==> config.mk <==
export PLATFORM = sky130hd
export DESIGN_NAME = if_fetch
export DESIGN_NICKNAME = d
export VERILOG_FILES = /design/src/rtl/if_fetch.sv
export SDC_FILE = /design/constraint.sdc
export NUM_CORES = 1
export LEC_CHECK = 0
export CAP_MARGIN = 30
export CORE_UTILIZATION = 50
export CTS_CLUSTER_DIAMETER = 40
export DETAILED_ROUTE_END_ITERATION = 12
export DONT_BUFFER_PORTS = 1
export GPL_ROUTABILITY_DRIVEN = 0
export MAX_ROUTING_LAYER = met4
export PLACE_DENSITY = 0.73
export SKIP_CTS_REPAIR_TIMING = 1
export SLEW_MARGIN = 5
export SYNTH_ARGS = -nofsm -noshare
export SYNTH_HDL_FRONTEND = slang
export SYNTH_SLANG_ARGS = --single-unit
==> constraint.sdc <==
create_clock -name clk_in -period 5 [get_ports clk_in]
set_clock_uncertainty 0.1 [all_clocks]
set_input_delay 1 -clock clk_in [delete_from_list [all_inputs] [get_ports clk_in]]
set_output_delay 1 -clock clk_in [all_outputs]
set_load 0.005 [all_outputs]
==> src/rtl/if_fetch.sv <==
// ============================================================================
// Module   : if_fetch
// Purpose  : Instruction-fetch front end: issues word reads to the memory
//            controller, tracks the PC and queues fetched words for decode.
// Revision : 1.0 - initial release
// ============================================================================
`timescale 1ns/1ps
`default_nettype none

module if_fetch #(
    parameter logic [31:0] RESET_PC = 32'h0000_0000,
    parameter int unsigned PC_STEP  = 4
) (
    input  logic        clk_in,
    input  logic        rst_in,
    input  logic        rdy_in,
    input  logic        redirect_in,
    input  logic [31:0] redirect_pc_in,
    input  logic        stall_in,
    input  logic        mem_busy_in,
    input  logic        inst_done_in,
    input  logic [31:0] inst_in,
    output logic        if_req_out,
    output logic [31:0] inst_addr_out,
    output logic        if_valid_out,
    output logic [31:0] if_pc_out,
    output logic [31:0] if_inst_out
);

    localparam logic [1:0]  c_st_idle = 2'd0;
    localparam logic [1:0]  c_st_req  = 2'd1;
    localparam logic [1:0]  c_st_drop = 2'd2;
    localparam logic [31:0] c_pc_step = 32'(PC_STEP);

    logic [1:0]  r_state;
    logic [1:0]  w_state_nxt;
    logic        r_req;
    logic        w_req_nxt;
    logic [31:0] r_addr;
    logic [31:0] r_pc;
    logic [1:0]  r_count;
    logic [31:0] r_q0_pc;
    logic [31:0] r_q0_inst;
    logic [31:0] r_q1_pc;
    logic [31:0] r_q1_inst;
    logic        w_issue;
    logic        w_push;
    logic        w_pop;
    logic [31:0] w_redirect_pc;

    assign w_redirect_pc = redirect_pc_in & ~32'h0000_0003;
    assign w_pop         = (r_count != 2'd0) && !stall_in && !redirect_in;

    // A started transfer always runs to inst_done_in; redirects only decide
    // whether the returned word is kept.
    always_comb begin
        w_state_nxt = r_state;
        w_req_nxt   = r_req;
        w_issue     = 1'b0;
        w_push      = 1'b0;
        case (r_state)
            c_st_idle: begin
                if (!redirect_in && !mem_busy_in && (r_count != 2'd2)) begin
                    w_state_nxt = c_st_req;
                    w_req_nxt   = 1'b1;
                    w_issue     = 1'b1;
                end
            end
            c_st_req: begin
                if (inst_done_in) begin
                    w_state_nxt = c_st_idle;
                    w_req_nxt   = 1'b0;
                    w_push      = !redirect_in;
                end else if (redirect_in) begin
                    w_state_nxt = c_st_drop;
                end
            end
            c_st_drop: begin
                if (inst_done_in) begin
                    w_state_nxt = c_st_idle;
                    w_req_nxt   = 1'b0;
                end
            end
            default: begin
                w_state_nxt = c_st_idle;
                w_req_nxt   = 1'b0;
            end
        endcase
    end

    always_ff @(posedge clk_in or negedge rst_in) begin
        if (!rst_in) begin
            r_state <= c_st_idle;
            r_req   <= 1'b0;
            r_addr  <= 32'h0;
            r_pc    <= RESET_PC;
        end else if (rdy_in) begin
            r_state <= w_state_nxt;
            r_req   <= w_req_nxt;
            if (w_issue) begin
                r_addr <= r_pc;
            end
            if (redirect_in) begin
                r_pc <= w_redirect_pc;
            end else if (w_push) begin
                r_pc <= r_pc + c_pc_step;
            end
        end
    end

    // Shift-style queue: entry 0 is always the head seen by decode.
    always_ff @(posedge clk_in or negedge rst_in) begin
        if (!rst_in) begin
            r_count   <= 2'd0;
            r_q0_pc   <= 32'h0;
            r_q0_inst <= 32'h0;
            r_q1_pc   <= 32'h0;
            r_q1_inst <= 32'h0;
        end else if (rdy_in) begin
            if (redirect_in) begin
                r_count <= 2'd0;
            end else begin
                case ({w_push, w_pop})
                    2'b10: begin
                        if (r_count == 2'd0) begin
                            r_q0_pc   <= r_pc;
                            r_q0_inst <= inst_in;
                        end else begin
                            r_q1_pc   <= r_pc;
                            r_q1_inst <= inst_in;
                        end
                        r_count <= r_count + 2'd1;
                    end
                    2'b01: begin
                        r_q0_pc   <= r_q1_pc;
                        r_q0_inst <= r_q1_inst;
                        r_count   <= r_count - 2'd1;
                    end
                    2'b11: begin
                        if (r_count == 2'd1) begin
                            r_q0_pc   <= r_pc;
                            r_q0_inst <= inst_in;
                        end else begin
                            r_q0_pc   <= r_q1_pc;
                            r_q0_inst <= r_q1_inst;
                            r_q1_pc   <= r_pc;
                            r_q1_inst <= inst_in;
                        end
                    end
                    default: begin
                    end
                endcase
            end
        end
    end

    assign if_req_out    = r_req;
    assign inst_addr_out = r_addr;
    assign if_valid_out  = (r_count != 2'd0);
    assign if_pc_out     = r_q0_pc;
    assign if_inst_out   = r_q0_inst;

endmodule

`default_nettype wire
### Yosys cells after proc, flatten, opt, wreduce, memory -nomap -nowiden

Index checks and enable logic that the tools add are counted.

* equal/unequal tests: 14
* mux-type cells: 28
* bitwise operators: 1
* add/sub/neg operators: 3
* reduce and logical (&&, ||, !) cells: 22

Operators by type and width (count)
* $mux W32: 10
* $pmux W32 S3: 2
* $pmux W32 S2: 2
* $add A32 B3 Y32 const B: 1
* $ne A2 B2 Y1 const B: 6
* $mux W2: 5
* $reduce_and A4 Y1: 2
* $eq A2 B1 Y1 const B: 3
* $eq A2 B2 Y1 const B: 3
* $mux W1: 6
* $pmux W2 S3: 1
* $reduce_and A2 Y1: 3
* $reduce_bool A2 Y1: 3
* $reduce_bool A3 Y1: 2
* $reduce_and A5 Y1: 1
* $logic_and A1 B1 Y1: 4
* $logic_not A2 Y1: 2
* $pmux W2 S2: 1
* $logic_not A1 Y1: 3
* $ne A3 B3 Y1 const B: 1
* $reduce_and A3 Y1: 1
* $add A2 B1 Y2 const B: 1
* $ne A2 B1 Y1 const B: 1
* $pmux W1 S2: 1
* other kinds (3): 3

* word-level logic and storage cells: 77
* bits in registers: 197
* input port bits: 71

### Logic depth before layout (Yosys ltp)

Gate-level depths: netlist of the first run.

* word-level depth: 6
* mapped depth: 8
* depth with buffers taken out: 7

### Least setup slack after synthesis of the first run

OpenSTA, ideal clock, no wires.

* path type: input to register
* from: input rdy_in
* to: register r_q1_inst[24]
* setup slack: 2451 ps
* library setup time: 125 ps
* arrival time: 2324 ps
* stages on the path: 6
* data required time: 4775 ps
* buffers on the path: 3
* cell sequence: buf_2 > nand2_1 > or4_4 > buf_6 > buf_6 > mux2_4

* word-level cells in the longest chain between the ends: 1

RTL lines
* start: declaration: line 16 `input logic rdy_in,`
* $reduce_and A5 Y1 (no source line)
* end signal: assignment: line 130 `r_q1_inst <= inst_in;`
* end signal: assignment: line 147 `r_q1_inst <= inst_in;`
* end: declaration: line 45 `logic [31:0] r_q1_inst;`

Every way passes these cells.
A chain may end at the register's enable or synchronous reset.

### Worst setup path after layout of the first run

* from: input redirect_in
* to: register r_q1_pc[28]

* word-level cells in the longest chain between the ends: 6

RTL lines
* start: declaration: line 17 `input logic redirect_in,`
* $logic_not A1 Y1: line 52, 73
* $mux W1: line 70 `if (inst_done_in) begin`
* $mux W1: line 61 `case (r_state)`
* $eq A2 B2 Y1: line 123 `case ({w_push, w_pop})`
* $ne A2 B2 Y1 (no source line) / $reduce_bool A2 Y1 (equally long branches)
* $reduce_and A5 Y1 (no source line)
* end signal: assignment: line 129 `r_q1_pc <= r_pc;`
* end signal: assignment: line 146 `r_q1_pc <= r_pc;`
* end: declaration: line 44 `logic [31:0] r_q1_pc;`

Several ways; a longest one is shown, not always the timed one.

==> results of run 1 <==
[stage by stage]
step           setup WS [ps]  std cells  utilization (%)  cell area, um2  hold WS, ps
6_report                2050        984             55.0            9540          176
5_1_grt                 1920        984             55.0            9540          151
4_1_cts                 2110        984             55.0            9540          150
3_5_place_dp            1630        953             51.5            8940          376
3_3_place_gp            1610        952             51.4            8920          365
2_1_floorplan           2450        780                -            8900          348
[cell families (layout without fill, tap and decap cells)]
group / after synthesis / in the layout / share of synthesized area, %
AOI/OAI and AO/OA: 155 / 155 / 9.92
adders and majority gates: 7 / 7 / 0.985
buffers and inverters: 71 / 50 / 4.35
DFF: 190 / 190 / 53.5
muxes: 158 / 158 / 20.3
other: 1 / 2 / 0.0422
and+or+nand+nor: 197 / 197 / 11.0
[state kept, by name (all words and copies together) (netlist names), 2 cells and up]
signal and count:
r_q1_inst 32, if_inst_out 32, inst_addr_out 30, r_pc 30, r_count 2, r_state 2
r_q1_pc 30, if_pc_out 31
[metal layers]
metal	global-route usage, %	wire (um)	vias to the layer above
li1	-	-	2690
met1	28.4	8470	2919
met2	36.4	9680	174
met3	5.69	1150	32
met4	10.9	575	0
met5	-	0	-
[power by group through the flow]
stage	clock (mW)	combinational [mW]	sequential, mW
final	1.37	1.22	2.77
after global routing	1.44	1.36	2.86
after CTS	1.40	1.23	2.78
after detailed placement	0	1.22	2.80
after global placement	0	1.14	2.76
after floorplan	0	1.10	2.57
[Yosys cell counts, drive strengths merged (2+ instances only)]
cell     count  area share (%)
nand3       20             1.2
clkbuf      23            0.97
and4         4            0.41
o21a         2            0.17
and3         7            0.49
nor2b        6            0.42
a31oi        2            0.14
and2         5            0.35
ha           7            0.98
inv         11            0.46
mux2i       69             7.8
nand2       30             1.3
o2bb2ai      3            0.30
buf         37             2.9
nor3        10            0.62
or3          2            0.14
a32oi        2            0.20
a21oi       90             5.1
dfrtp      190              53
o31ai        2            0.17
mux2        89              13
a22oi        5            0.42
a2bb2oi      6            0.59
nor4         5            0.56
o22ai        4            0.28
o22a         3            0.30
nand4        9            0.63
nand3b       3            0.25
nor2        86             3.6
nor3b        3            0.31
o21ai       30             1.7
[critical path, stage by stage]
cell,delay [ps]
inv_2,410
nand2_1,250
or4_4,780
buf_16,310
mux2_1,340
[how the worst min path moves through the flow]
stage	startpoint	end	slack, ps
CTS	rst_in	r_pc[27]$_DFFE_PN0P_	150
global placement	r_q1_pc[29]$_DFFE_PN0P_	r_q1_pc[29]$_DFFE_PN0P_	370
global route	rst_in	if_inst_out[1]$_DFFE_PN0P_	150
floorplan	r_q1_pc[16]$_DFFE_PN0P_	r_q1_pc[16]$_DFFE_PN0P_	350
finish	rst_in	if_inst_out[1]$_DFFE_PN0P_	180
detailed placement	r_q1_pc[16]$_DFFE_PN0P_	r_q1_pc[16]$_DFFE_PN0P_	380
[area by class of cell]
type                            count  area, um2  share of cell area (%)
Sequential cell                   190       4750                    49.8
Timing Repair Buffer                8       92.6                   0.971
Inverter                           11       41.3                   0.433
Clock inverter                      8        106                    1.11
Tap cell                          225        282                    2.95
Multi-Input combinational cell    519       3770                    39.6
Clock buffer                       23        488                    5.12
==> results.toml, run 1 <==
[outcome]
status = "finished, final reports clean"

[synth]
syn-mean-instance-area_um2 = 11.4
yosysUniqueCellTypes = 57
synth_enable_flop_cells = 0
synthCells = 779
synth.ff_latch_count = 190
post_synth_instance_area_mm2 = 0.00889
synth_flop_cell = "dfrtp_1"
synth-warning-count = 0
postSynth.asyncResetShare_pct = 100
synth_seq_area_share_pct = 53.5

[sta]
max_clock_freq_mhz = 339
slew_headroom_pct = 38.8
finalCriticalPeriod_ps = 2950
fin_tns_setup_ps = 0
finalHoldViolations = 0
worst_slew_pin_slew_ps = 915
rsz0062_at_grt = "false"
final_period_utilization_pct = 58.9
slew_viol_final = 0
report.final.setup_viol = 0

[critical_path]
startpoint = "redirect_in"
critPathKind = "in2reg"
rr_endpoint = "if_inst_out[2]$_DFFE_PN0P_"
worstReg2RegStart = "r_count[0]$_DFFE_PN0P_"
timing.critical_path.arrival_ps = 3160
critPathCapture = "r_q1_pc[28]$_DFFE_PN0P_"
worst-r2r-setup-slack_ps = 2300
crit_path_required_time_ps = 5210
critical_path_peak_fanout = 58
worstSetupStartpointType = "primary input"
reg2regPathDepth = 8
worstSetupEndpointType = "flop"

[power_and_ir_drop]
switching_power_mw = 1.70
total_internal_power_mw = 3.65
cellLeakagePower_nw = 4.11
power_frac_clock_pct = 25.5
power.share.switching_pct = 31.8
power.share.combinational_pct = 22.8
seqPwrFrac_pct = 51.7
p_total_mw = 5.35
ir_drop_mv = 0.275
power_per_cell_area_mw_per_mm2 = 561

[die]
die_y_um = 135
start_util_pct = 51.2
num_io_pins = 169
fp.dieW_um = 135
design.die.area_mm2 = 0.0183
fp-row-count = 48
fp.coreArea_mm2 = 0.0174

[min_path]
hold_path.class = "in2async"

[global_route]
number_of_antenna_violations_at_the_first_check_in_global_routing = 0
grt_overflow_total = 0
grt_first_pass_wirelength_mm = 31.7
grt_max_degree = 191
vias_in_the_first_global_route = 5952
grt.total_usage_pct = 23.3

[cts]
cts.path.max_buffers = 2
number_of_buffers_added_by_the_clock_tree_synthesis_step = 17
clk_transition_reported_paths_ps = 70
h-tree-depth = 4
clk_root_buffer_cell = "clkbuf_16"
cts_tree = "built"
clkSinkCount = 190
clock_latency_ps = 430

[flow_run]
max-cap-violations = 0

[route]
routedWlPerCell_um = 20.2
detail_route.vias_per_cell = 5.91
finalWirelength_mm = 19.9
detailedRoute.firstIterationViolations = 344
drtAntennaViolNets = 0
route.detailed.drc = 0
dr.pass1.iters = 6
num_vias = 5815

[place]
dp_hpwl_mm = 13.0
port_buffers = 0

[layout]
drive_gt1_share_pct = 18.1
syn_to_final_growth_pct = 7.24
most-common-layout-cells = "dfrtp_1 (190), a21oi_1 (90), nor2_1 (85), mux2i_1 (69), mux2_2 (57)"
layout.filler_cells = 1475
insertedDiodeCount = 0
layout.cells.most_common = "dfrtp_1"
finish.net_count = 825
Note: power is estimated with default switching activity, not from simulation.
==> inputs of run 2 (changes only) <==
Settings changed: PLACE_DENSITY 0.73 to 0.76.
Clock period 5 ns to 2.7 ns, I/O delays scaled along.
==> results.toml, run 2 (same netlist as run 1, synthesis figures left out) <==
[layout]
most-common-layout-cells = "dfrtp_1 (190), a21oi_1 (90), nor2_1 (85), mux2i_1 (69), mux2_2 (57)"
syn_to_final_growth_pct = 8.40
layout.cells.most_common = "dfrtp_1"
final-instance-count-excl-fill = 996
drive_gt1_share_pct = 19.2
finish.net_count = 835
layout.filler_cells = 1431

[sta]
worst_slew_pin_slew_ps = 628
report.final.setup_viol = 0
rsz0062_at_grt = "false"
slew_headroom_pct = 58.1
fin_tns_setup_ps = 0
slew_viol_final = 0
finalCriticalPeriod_ps = 2450
final_period_utilization_pct = 90.7
finalHoldViolations = 190
worst_hold_slack_ps = -285
max_clock_freq_mhz = 409

[global_route]
grt_max_degree = 191
grt_first_pass_wirelength_mm = 30.4
vias_in_the_first_global_route = 5801
grt_overflow_total = 0
number_of_antenna_violations_at_the_first_check_in_global_routing = 1
grt.total_usage_pct = 22.1

[route]
route.detailed.drc = 0
drtAntennaViolNets = 0
num_vias = 5810
finalWirelength_mm = 19.1
dr.pass1.iters = 4
detail_route.vias_per_cell = 5.83
routedWlPerCell_um = 19.2
detailedRoute.firstIterationViolations = 235

[critical_path]
critPathMaxStageDelay_ps = 540
reg2regPathDepth = 6
critical_path_peak_fanout = 8
timing.critical_path.arrival_ps = 2650
worstSetupEndpointType = "flop"
worstSetupStartpointType = "flop"
crit_buf_inv = 0
crit_chain = "ha_1 -> nand4_1 -> nor4_2 -> nand3_1 -> nor4_1 -> nor3_1"
crit_path_required_time_ps = 2900
worst_path_max_delay_cell = "nor4_2"
cp_top_family = "simple AND/OR/NAND/NOR gates"
critPathKind = "reg2reg"
crit_cells = 6

[flow_run]
max-cap-violations = 0

[place]
port_buffers = 0
dp_hpwl_mm = 12.6
place.detailed.instances = 963

[power_and_ir_drop]
power_per_cell_area_mw_per_mm2 = 1020
ir_drop_mv = 0.502
cellLeakagePower_nw = 4.18

[die]
fp-row-count = 48
num_io_pins = 169
fp.coreArea_mm2 = 0.0174
start_util_pct = 51.2
die_y_um = 135
design.die.area_mm2 = 0.0183
fp.dieW_um = 135

[cts]
number_of_buffers_added_by_the_clock_tree_synthesis_step = 17
h-tree-depth = 4
clkSinkCount = 190
clk_root_buffer_cell = "clkbuf_16"
clock_latency_ps = 430
cts.path.max_buffers = 2
clk_transition_reported_paths_ps = 70
cts_tree = "built"

[min_path]
hold_path.class = "in2async"

[outcome]
failed_checks = "hold timing"
status = "finished with violations"
==> run 2: worst paths after layout <==
kind / startpoint / end / slack (ps)
hold reg to reg: r_q1_pc[29]$_DFFE_PN0P_ / r_q1_pc[29]$_DFFE_PN0P_ / 380
max in group asynchronous: rst_in / r_pc[6]$_DFFE_PN0P_ / 2250
min in group clk_in: rdy_in / r_count[1]$_DFFE_PN0P_ / 120
setup / recovery: r_pc[2]$_DFFE_PN0P_ / r_pc[24]$_DFFE_PN0P_ / 250
setup reg to reg: r_pc[2]$_DFFE_PN0P_ / r_pc[24]$_DFFE_PN0P_ / 250
hold / removal: rst_in / r_q1_inst[31]$_DFFE_PN0P_ / -290
==> run 2: metrics by stage <==
| step | power, mW | utilization [%] | worst slack [ps] | hold WS (ps) | area [um2] |
|---|---|---|---|---|---|
| 2_1_floorplan | 6.79 | - | 611 | 144 | 8900 |
| 3_3_place_gp | 7.27 | 52.1 | 436 | 151 | 9050 |
| 3_5_place_dp | 7.44 | 52.1 | 311 | 151 | 9050 |
| 4_1_cts | 9.98 | 55.5 | 273 | -308 | 9640 |
| 5_1_grt | 10.5 | 55.5 | 120 | -313 | 9640 |
| 6_report | 9.88 | 55.6 | 252 | -285 | 9640 |
==> run 2: cell type report <==
| class | instances | area (um2) | area share [%] |
|---|---|---|---|
| clock inverters | 11 | 130 | 1.35 |
| diodes | 2 | 5.00 | 0.0519 |
| inverters | 11 | 41.3 | 0.428 |
| repair buffers | 18 | 198 | 2.05 |
| clock buffers | 20 | 457 | 4.74 |
| multi-input cells | 519 | 3770 | 39.2 |
| well taps | 225 | 282 | 2.92 |
| flip-flops and latches | 190 | 4750 | 49.3 |
==> run 2: power breakdown <==
part	internal (mW)	switching [mW]	total (mW)
clock network	1.42	1.08	2.50
registers	4.06	1.05	5.11
logic	1.26	1.01	2.26
total	6.74	3.13	9.88
==> run 2: metal layers <==
| metal | share of wire [%] | up-vias | GRT usage (%) |
|---|---|---|---|
| met4 | 2.9 | 0 | 8.80 |
| li1 | - | 2718 | - |
| met5 | 0 | - | - |
| met2 | 48 | 176 | 32.5 |
| met3 | 6.3 | 36 | 6.14 |
| met1 | 43 | 2880 | 29.0 |
==> inputs of run 3 (changes only) <==
Settings changed: ABC_AREA from default to 1.
==> results.toml, run 3 <==
[outcome]
status = "finished with violations"
failed_checks = "hold timing"

[route]
num_vias = 7172
drtAntennaViolNets = 0
finalWirelength_mm = 20.7
detailedRoute.firstIterationViolations = 451
route.detailed.drc = 0
detail_route.vias_per_cell = 5.35
dr.pass1.iters = 5
routedWlPerCell_um = 15.4

[critical_path]
critPathKind = "reg2reg"
worstSetupStartpointType = "flop"
crit_path_required_time_ps = 2920
timing.critical_path.arrival_ps = 2510
worstSetupEndpointType = "flop"
critical_path_peak_fanout = 39

[layout]
finish.net_count = 1181
syn_to_final_growth_pct = 7.01
insertedDiodeCount = 0
drive_gt1_share_pct = 6.10
most-common-layout-cells = "nand2_1 (441), dfrtp_1 (190), inv_1 (89), o21ai_1 (78), nor2_1 (75)"
layout.cells.most_common = "nand2_1"

[die]
num_io_pins = 169
design.die.area_mm2 = 0.0186
fp-row-count = 48
fp.coreArea_mm2 = 0.0175
die_y_um = 136
start_util_pct = 51.6
fp.dieW_um = 136

[global_route]
grt_max_degree = 191
vias_in_the_first_global_route = 6306
number_of_antenna_violations_at_the_first_check_in_global_routing = 0
grt_first_pass_wirelength_mm = 33.2
grt.total_usage_pct = 23.8
grt_overflow_total = 0

[power_and_ir_drop]
p_total_mw = 9.42
ir_drop_mv = 0.538
cellLeakagePower_nw = 4.94
power_per_cell_area_mw_per_mm2 = 975

[sta]
worst_slew_pin_slew_ps = 524
finalHoldViolations = 190
slew_headroom_pct = 65.0
finalCriticalPeriod_ps = 2290
report.final.setup_viol = 0
worst_hold_slack_ps = -301
max_clock_freq_mhz = 436
fin_tns_setup_ps = 0
rsz0062_at_grt = "false"
slew_viol_final = 0
final_period_utilization_pct = 84.9

[cts]
cts_tree = "built"
clock_latency_ps = 430
clk_root_buffer_cell = "clkbuf_16"
h-tree-depth = 4
cts.path.max_buffers = 2
number_of_buffers_added_by_the_clock_tree_synthesis_step = 17
clkSinkCount = 190
clk_transition_reported_paths_ps = 70

[synth]
synth_enable_flop_cells = 0
postSynth.asyncResetShare_pct = 100
synth_seq_area_share_pct = 52.7
syn-mean-instance-area_um2 = 7.99
yosys.cell_count.top_type = "nand2_1"
synth_flop_cell = "dfrtp_1"
synth_top_cells_by_count = "nand2_1 (441), dfrtp_1 (190), inv_1 (89)"
yosysUniqueCellTypes = 31
post_synth_instance_area_mm2 = 0.00903
synthCells = 1129
netlist.top_cell.by_area = "dfrtp_1"
synth_top_area_share_pct = 52.7
synth_top_cells_by_area = "dfrtp_1 (53%), nand2_1 (18%), o211ai_1 (5.2%), o21ai_1 (4.3%), inv_1 (3.7%)"
synth-warning-count = 0
synth.ff_latch_count = 190

[flow_run]
max-cap-violations = 0

[place]
dp_hpwl_mm = 14.2
port_buffers = 0

[min_path]
hold_path.class = "in2async"
==> run 3: cell count changes in the layout (fill, tap and decap cells not counted), sizes merged, moves of 20 or more <==
cell    before  now
a21oi       90   16
inv         16   95
mux2        89    0
mux2i       69    0
nand2       30  444
nand3       20   40
o211ai       1   63
o21ai       30  118
==> run 3: worst max-delay path, stage by stage (launching register included) <==
cell,delay [ps]
dfrtp_1,380
inv_1,80
ha_1,250
nor3_2,420
nand2_4,360
buf_4,330
o211ai_1,180
nand2_1,60
==> run 3: final timing paths <==
| kind | startpoint | to | slack (ps) | cells after the start |
|---|---|---|---|---|
| worst max register to register | r_count[0]$_DFFE_PN0P_ | if_inst_out[25]$_DFFE_PN0P_ | 410 | 7 |
| worst min register to register | r_q1_inst[31]$_DFFE_PN0P_ | r_q1_inst[31]$_DFFE_PN0P_ | 380 | 2 |
| worst min-delay path | rst_in | if_inst_out[29]$_DFFE_PN0P_ | -300 | 0 |
| max in group asynchronous | rst_in | r_q1_pc[22]$_DFFE_PN0P_ | 2620 | 0 |
| min in group clk_in | inst_in[7] | r_q1_inst[7]$_DFFE_PN0P_ | 160 | 2 |
| worst max-delay path | r_count[0]$_DFFE_PN0P_ | if_inst_out[25]$_DFFE_PN0P_ | 410 | 7 |
==> run 3: logic make-up (layout without fill, tap and decap cells) <==
logic type	count (synthesis)	in the layout	share of synthesized area [%]
simple gates	571	571	25.0
compound gates	205	205	13.4
buf+inv	155	140	7.97
fa+ha+maj	7	7	0.970
flops	190	190	52.7
other cells	1	2	0.0415
==> run 3: per-layer routing <==
metal / part of all wire [%] / wire, um / vias to the layer above / global-route usage (%)
met4: 1.8 / 369 / 0 / 8.02
li1: - / - / 3564 / -
met2: 44 / 9020 / 257 / 33.0
met5: 0 / 0 / - / -
met1: 47 / 9630 / 3332 / 33.3
met3: 8.0 / 1660 / 19 / 6.49
==> run 3: final cells by class <==
cell class	count	area [um2]
well taps	225	282
inverters	95	362
clock inverters	13	92.6
flip-flops and latches	190	4750
clock buffers	18	439
fillers	1576	7820
multi-input cells	785	3570
repair buffers	14	155
==> run 3: where the power goes <==
part	leakage [nW]	switching [mW]	total, mW	internal, mW
clock	0.250	1.09	2.29	1.20
sequential	2.38	0.967	5.01	4.05
combinational	2.30	1.31	2.12	0.810
==> run 3: stage by stage <==
step / utilization, % / cells / cell area, um2 / hold slack [ps] / worst slack [ps]
4_1_cts: 55.3 / 1340 / 9660 / -318 / 381
2_1_floorplan: - / 1130 / 9030 / 144 / 857
3_5_place_dp: 52.2 / 1309 / 9130 / 148 / 380
6_report: 55.3 / 1340 / 9660 / -301 / 408
3_3_place_gp: 52.2 / 1309 / 9130 / 148 / 515
5_1_grt: 55.3 / 1340 / 9660 / -324 / 227
